File: config.mk
export PLATFORM = sky130hd
export DESIGN_NAME = ga_coproc_sequencer_flat
export DESIGN_NICKNAME = d
export VERILOG_FILES = /design/src/rtl/ga_coproc_sequencer_if.sv /design/src/rtl/ga_coproc_sequencer.sv /design/src/flat_wrapper.sv
export SDC_FILE = /design/constraint.sdc
export NUM_CORES = 1
export LEC_CHECK = 0
export CAP_MARGIN = 20
export CORE_MARGIN = 2
export CORE_UTILIZATION = 43
export CTS_CLUSTER_DIAMETER = 100
export DETAILED_ROUTE_END_ITERATION = 8
export GPL_ROUTABILITY_DRIVEN = 0
export PLACE_DENSITY = 0.89
export RECOVER_POWER = 100
export SLEW_MARGIN = 20
export SYNTH_ARGS = -nofsm -noshare
export SYNTH_HDL_FRONTEND = slang
export SYNTH_SLANG_ARGS = --single-unit
File: constraint.sdc
create_clock -name clk_i -period 2.41 [get_ports clk_i]
set_input_delay 0.241 -clock clk_i [delete_from_list [all_inputs] [get_ports clk_i]]
set_output_delay 0.241 -clock clk_i [all_outputs]
set_load 0.02 [all_outputs]
File: src/rtl/ga_coproc_sequencer_if.sv
// Request, datapath and writeback signals between the core, the GA sequencer and the GA datapath.
// The sequencer takes the slave view; the core/datapath side (or a bench) takes the master view.
interface ga_coproc_sequencer_if;
    logic        req_valid_i;
    logic        req_ready_o;
    logic [2:0]  req_op_i;
    logic [31:0] req_a_i;
    logic [31:0] req_b_i;
    logic [4:0]  req_rd_i;

    logic        dp_start_o;
    logic [2:0]  dp_op_o;
    logic [31:0] dp_a_o;
    logic [31:0] dp_b_o;
    logic        dp_done_i;
    logic [31:0] dp_result_i;
    logic        dp_abort_o;

    logic        rsp_valid_o;
    logic        rsp_ready_i;
    logic [4:0]  rsp_rd_o;
    logic [31:0] rsp_data_o;
    logic        rsp_err_o;

    logic        flush_i;
    logic        busy_o;

    modport slave (
        input  req_valid_i, req_op_i, req_a_i, req_b_i, req_rd_i,
        input  dp_done_i, dp_result_i, rsp_ready_i, flush_i,
        output req_ready_o, dp_start_o, dp_op_o, dp_a_o, dp_b_o, dp_abort_o,
        output rsp_valid_o, rsp_rd_o, rsp_data_o, rsp_err_o, busy_o
    );

    modport master (
        output req_valid_i, req_op_i, req_a_i, req_b_i, req_rd_i,
        output dp_done_i, dp_result_i, rsp_ready_i, flush_i,
        input  req_ready_o, dp_start_o, dp_op_o, dp_a_o, dp_b_o, dp_abort_o,
        input  rsp_valid_o, rsp_rd_o, rsp_data_o, rsp_err_o, busy_o
    );
endinterface

File: src/rtl/ga_coproc_sequencer.sv
// Sequencer for a single in-flight GA coprocessor instruction: accepts a request, starts the
// datapath, waits for completion or timeout, and holds the writeback until the core takes it.
module ga_coproc_sequencer #(
    parameter int unsigned TimeoutCycles = 64,
    parameter logic [2:0]  IllegalOp     = 3'b111
) (
    input logic               clk_i,
    input logic               rst_i,
    ga_coproc_sequencer_if.slave bus
);

    typedef enum logic [1:0] {
        IDLE  = 2'd0,
        ISSUE = 2'd1,
        WAIT  = 2'd2,
        RESP  = 2'd3
    } state_t;

    localparam logic [15:0] TimerLast = 16'(TimeoutCycles - 1);

    state_t      state;
    logic [15:0] timer;
    logic        dp_start;
    logic        dp_abort;
    logic        rsp_valid;
    logic        rsp_err;
    logic [2:0]  op_q;
    logic [31:0] a_q;
    logic [31:0] b_q;
    logic [4:0]  rd_q;
    logic [31:0] rsp_data;
    logic        req_ready;
    logic        accept;

    // Ready is held low while reset is applied so nothing is taken before the state is known.
    assign req_ready = (state == IDLE) && !bus.flush_i && !rst_i;
    assign accept    = bus.req_valid_i && req_ready;

    // Flush overrides every other transition; only an op that reached the datapath gets an abort.
    always_ff @(posedge clk_i) begin
        if (rst_i) begin
            state     <= IDLE;
            timer     <= '0;
            dp_start  <= 1'b0;
            dp_abort  <= 1'b0;
            rsp_valid <= 1'b0;
            rsp_err   <= 1'b0;
            op_q      <= '0;
            a_q       <= '0;
            b_q       <= '0;
            rd_q      <= '0;
            rsp_data  <= '0;
        end else begin
            dp_start <= 1'b0;
            dp_abort <= 1'b0;
            if (bus.flush_i) begin
                if (state == ISSUE || state == WAIT) begin
                    dp_abort <= 1'b1;
                end
                rsp_valid <= 1'b0;
                state     <= IDLE;
            end else begin
                case (state)
                    IDLE: begin
                        if (accept) begin
                            op_q     <= bus.req_op_i;
                            a_q      <= bus.req_a_i;
                            b_q      <= bus.req_b_i;
                            rd_q     <= bus.req_rd_i;
                            rsp_data <= '0;
                            if (bus.req_op_i == IllegalOp) begin
                                rsp_err   <= 1'b1;
                                rsp_valid <= 1'b1;
                                state     <= RESP;
                            end else begin
                                rsp_err  <= 1'b0;
                                dp_start <= 1'b1;
                                state    <= ISSUE;
                            end
                        end
                    end
                    ISSUE: begin
                        timer <= '0;
                        state <= WAIT;
                    end
                    WAIT: begin
                        // Completion in the expiry cycle counts as a normal finish.
                        if (bus.dp_done_i) begin
                            rsp_data  <= bus.dp_result_i;
                            rsp_err   <= 1'b0;
                            rsp_valid <= 1'b1;
                            state     <= RESP;
                        end else if (timer == TimerLast) begin
                            rsp_data  <= '0;
                            rsp_err   <= 1'b1;
                            dp_abort  <= 1'b1;
                            rsp_valid <= 1'b1;
                            state     <= RESP;
                        end else begin
                            timer <= timer + 16'd1;
                        end
                    end
                    RESP: begin
                        if (bus.rsp_ready_i) begin
                            rsp_valid <= 1'b0;
                            state     <= IDLE;
                        end
                    end
                    default: state <= IDLE;
                endcase
            end
        end
    end

    assign bus.req_ready_o = req_ready;
    assign bus.dp_start_o  = dp_start;
    assign bus.dp_op_o     = op_q;
    assign bus.dp_a_o      = a_q;
    assign bus.dp_b_o      = b_q;
    assign bus.dp_abort_o  = dp_abort;
    assign bus.rsp_valid_o = rsp_valid;
    assign bus.rsp_rd_o    = rd_q;
    assign bus.rsp_data_o  = rsp_data;
    assign bus.rsp_err_o   = rsp_err;
    assign bus.busy_o      = (state != IDLE);

endmodule

File: src/flat_wrapper.sv
// flat-port wrapper written by rule: the top's interface ports become plain ports
module ga_coproc_sequencer_flat 
#(
    parameter int unsigned TimeoutCycles = 64,
    parameter logic [2:0]  IllegalOp     = 3'b111
)
  (clk_i, rst_i, bus_req_valid_i, bus_req_op_i, bus_req_a_i, bus_req_b_i, bus_req_rd_i, bus_dp_done_i, bus_dp_result_i, bus_rsp_ready_i, bus_flush_i, bus_req_ready_o, bus_dp_start_o, bus_dp_op_o, bus_dp_a_o, bus_dp_b_o, bus_dp_abort_o, bus_rsp_valid_o, bus_rsp_rd_o, bus_rsp_data_o, bus_rsp_err_o, bus_busy_o);
  ga_coproc_sequencer_if bus_i ();
  input logic clk_i;
  input logic rst_i;
  input wire logic [$bits(bus_i.req_valid_i)-1:0] bus_req_valid_i;
  input wire logic [$bits(bus_i.req_op_i)-1:0] bus_req_op_i;
  input wire logic [$bits(bus_i.req_a_i)-1:0] bus_req_a_i;
  input wire logic [$bits(bus_i.req_b_i)-1:0] bus_req_b_i;
  input wire logic [$bits(bus_i.req_rd_i)-1:0] bus_req_rd_i;
  input wire logic [$bits(bus_i.dp_done_i)-1:0] bus_dp_done_i;
  input wire logic [$bits(bus_i.dp_result_i)-1:0] bus_dp_result_i;
  input wire logic [$bits(bus_i.rsp_ready_i)-1:0] bus_rsp_ready_i;
  input wire logic [$bits(bus_i.flush_i)-1:0] bus_flush_i;
  output wire logic [$bits(bus_i.req_ready_o)-1:0] bus_req_ready_o;
  output wire logic [$bits(bus_i.dp_start_o)-1:0] bus_dp_start_o;
  output wire logic [$bits(bus_i.dp_op_o)-1:0] bus_dp_op_o;
  output wire logic [$bits(bus_i.dp_a_o)-1:0] bus_dp_a_o;
  output wire logic [$bits(bus_i.dp_b_o)-1:0] bus_dp_b_o;
  output wire logic [$bits(bus_i.dp_abort_o)-1:0] bus_dp_abort_o;
  output wire logic [$bits(bus_i.rsp_valid_o)-1:0] bus_rsp_valid_o;
  output wire logic [$bits(bus_i.rsp_rd_o)-1:0] bus_rsp_rd_o;
  output wire logic [$bits(bus_i.rsp_data_o)-1:0] bus_rsp_data_o;
  output wire logic [$bits(bus_i.rsp_err_o)-1:0] bus_rsp_err_o;
  output wire logic [$bits(bus_i.busy_o)-1:0] bus_busy_o;
  assign bus_i.req_valid_i = bus_req_valid_i;
  assign bus_i.req_op_i = bus_req_op_i;
  assign bus_i.req_a_i = bus_req_a_i;
  assign bus_i.req_b_i = bus_req_b_i;
  assign bus_i.req_rd_i = bus_req_rd_i;
  assign bus_i.dp_done_i = bus_dp_done_i;
  assign bus_i.dp_result_i = bus_dp_result_i;
  assign bus_i.rsp_ready_i = bus_rsp_ready_i;
  assign bus_i.flush_i = bus_flush_i;
  assign bus_req_ready_o = bus_i.req_ready_o;
  assign bus_dp_start_o = bus_i.dp_start_o;
  assign bus_dp_op_o = bus_i.dp_op_o;
  assign bus_dp_a_o = bus_i.dp_a_o;
  assign bus_dp_b_o = bus_i.dp_b_o;
  assign bus_dp_abort_o = bus_i.dp_abort_o;
  assign bus_rsp_valid_o = bus_i.rsp_valid_o;
  assign bus_rsp_rd_o = bus_i.rsp_rd_o;
  assign bus_rsp_data_o = bus_i.rsp_data_o;
  assign bus_rsp_err_o = bus_i.rsp_err_o;
  assign bus_busy_o = bus_i.busy_o;
  ga_coproc_sequencer #(.TimeoutCycles(TimeoutCycles), .IllegalOp(IllegalOp)) u_core (.clk_i(clk_i), .rst_i(rst_i), .bus(bus_i));
endmodule
==> summary.txt <==
Hold_sp - rst_i
Distinct cells, synth - 53
Worst Reg2Reg Path Length in Cells - 6
DRT Wirelength - 14.4 mm
Slowest stage delay, CP - 0.63 ns
RR Endpoint - u_core.timer[15]$_SDFFE_PP0P_
Fill cells - 938
Iteration-0 DRC Markers - 450
Hold Path End - u_core.bus.rsp_err_o$_SDFFE_PP0P_
Port bufs - 219
Setup_tns - 0 ns
Crit Path Class - reg -> out
CP delay by family, top - buffers and inverters
Hold-critical path depth - 2
Period minus WS final - 2.26 ns
H-tree depth - 4
# DRC - 0
Layout cells sized above 1 - 5.93%
Syn Inst Count - 626
CTS tree - done
GRT Total Usage - 22.0%
Vias in the first global route - 4781
Period Utilization, post-route - 93.8%
CP max-delay cell - clkdlybuf4s50_1
Clock Tree Root - clkbuf_16
Hold slack - 0.121 ns
Initial antenna violation count - 0
Die area - 12900 sq um
Worst slew pin tran - 0.781 ns
Reg-to-Reg Start - u_core.state[0]$_SDFFE_PP0P_
Largest net degree at the start of global routing - 74
Pleak - 3.36 nW
Post-DP HPWL - 10.2 mm
Via Count - 5029
Type of the worst min-delay path - in -> reg
Worst-path clk slew - 0.06 ns
Cell mode on critical path - inv_1
Top cells by area, synth - dfxtp_1, nand2_1, a21oi_1
P per Cell Area - 649 nW/um^2
Run status - finished, final reports clean
CP required - 2.17 ns
Finished Core Util - 67.7%
Area of the multi-input gates - 2380 sq um
I/O pin count - 220
DR vias/cell - 5.08
First drt pass iteration count - 5
Max Cap Viol - 0
Post-layout nets - 946
WP data arrival - 2.02 ns
Final setup skew - 0.00741 ns
Pwr Total - 5.21 mW
Area leader, netlist - dfxtp_1
Post-synthesis area per instance - 8.25 sq um
Grt ovf - 0
Core area - 11900 sq um
Slew Limit Fails - 0
# rows - 40
Setup bufs post-CTS - 0
ANT nets after route - 0
RSZ-0062 raised after global routing - false
Max VDD drop - 0.359 mV
Seq/Total Area, Yosys - 48.9%
Antenna Cells - 0
# clock sinks - 126
Setup crit start kind - flip-flop
Max frequency - 0.442 GHz
CTS Buffer Depth - 2
Area Growth Syn to Fin - 55.5%
Slew HR - 48.0%
Mapped Area - 5160 sq um
Worst reg2reg setup slack - 0.24 ns
Syn_nets - 742
CTS Buf Count - 17
Critical Path End Type - output pin
Drt wl/cell - 14.6 um
Final setup fails - 0
Crit-path max FO - 7
Async S/R FF share, synth - 0%
Synth Register Bits - 126
Final Hold Viols - 0
Clk_lat worst skew - 0.40 ns
Vert. Die Dim - 114 um
EDFF count, synth - 0
CTS Hold Buffers Added - 0
First-pass GRT wire length - 22.9 mm
Chip width - 114 um
Register area - 2520 sq um
Crit-path cells - inv_1 > ha_1 > inv_1 > nor2_1 > clkdlybuf4s50_1
Buf+Inv Stages, Crit Path - 3
Initial Util - 43.5%
Resized Gates After CTS - 0
Synth warn - 0
Post-synth top flop - dfxtp_1
Synth top area share - 48.9%
## sequential cells by signal, summed over array words and instances (netlist names)
signal                  cells
u_core.bus.dp_a_o          32
u_core.bus.dp_b_o          32
u_core.bus.rsp_data_o      32
u_core.timer               16
u_core.bus.rsp_rd_o         5
u_core.bus.dp_op_o          3
u_core.state                2
u_core.bus.dp_abort_o       1
u_core.bus.dp_start_o       1
u_core.bus.rsp_err_o        1
u_core.bus.rsp_valid_o      1
## through the flow
stage | cell area, sq um | setup slack [ns] | std cells
2_1_floorplan | 5160 | 0.562 | 626
3_3_place_gp | 7470 | 0.341 | 958
3_5_place_dp | 7470 | 0.294 | 958
4_1_cts | 8070 | 0.132 | 990
5_1_grt | 8030 | 0.0586 | 990
6_report | 8030 | 0.150 | 990
## kinds of logic after synthesis
family | after synthesis | share of synthesized area [%]
compound gates | 125 | 14.2
fa+ha+maj | 6 | 1.45
simple gates | 281 | 24.1
mux | 34 | 6.59
buf+inv | 54 | 4.73
flops | 126 | 48.9
## cell usage after synthesis, types with 3 or more instances
cell type and instances:
buf_4 7, nand4_1 5, clkbuf_1 31, ha_1 6, nand3_1 9, and2_1 3
a31oi_1 5, and3_1 6, and4_1 3, nand2b_1 3, inv_1 9, a21oi_1 85
buf_2 6, a41oi_1 3, dfxtp_1 126, o21ai_0 5, o211ai_1 3, nand4b_1 3
nor3_1 3, o31ai_1 3, nand2_1 219, mux2i_1 34, nor2_1 8
## per-layer routing
layer	part of all wire, %	wire length, um	track usage (%)
met5	0	0	0
met2	50	7220	37.4
met1	40	5830	26.1
met4	1.5	218	8.21
met3	8.0	1150	7.23
## power breakdown
| part | internal, mW | leakage (nW) | switching [mW] |
|---|---|---|---|
| Clock | 1.61 | 0.285 | 0.942 |
| Sequential | 2.13 | 1.02 | 0.0196 |
| Combinational | 0.272 | 2.06 | 0.233 |
| Total | 4.01 | 3.36 | 1.20 |
## final cells by class
class | count | share of cell area, %
clock buffer | 20 | 5.81
clock inverter | 12 | 1.68
inverter | 9 | 0.421
multi-input combinational | 446 | 29.7
sequential | 126 | 31.4
tap | 147 | 2.29
timing repair buffer | 230 | 28.7
## layout by cell type (no fill, tap or decap), types with 4 or more instances in the layout
master and instances:
inv_1 9, clkdlybuf4s50_1 109, ha_1 6, mux2i_1 34, and3_1 5, a31oi_1 5, nor2_1 8, o21ai_0 7
nand2_1 219, dfxtp_1 126, nand3_1 8, a21oi_1 85, clkinvlp_4 4, dlygate4sd3_1 109, buf_4 6, nand4_1 5
clkbuf_16 17
## worst max-delay path by stage
stage / from / to / slack [ns] / cells past startpoint
2_1_floorplan: u_core.state[0]$_SDFFE_PP0P_ / u_core.timer[15]$_SDFFE_PP0P_ / 0.56 / 6
3_3_place_gp: bus_flush_i / bus_req_ready_o / 0.34 / 4
3_5_place_dp: bus_dp_done_i / u_core.timer[6]$_SDFFE_PP0P_ / 0.29 / 5
4_1_cts: u_core.state[0]$_SDFFE_PP0P_ / bus_req_ready_o / 0.13 / 5
5_1_grt: u_core.state[0]$_SDFFE_PP0P_ / bus_req_ready_o / 0.06 / 5
6_report: u_core.state[0]$_SDFFE_PP0P_ / bus_req_ready_o / 0.15 / 5
No activity file was read; power rests on OpenSTA's default activity.
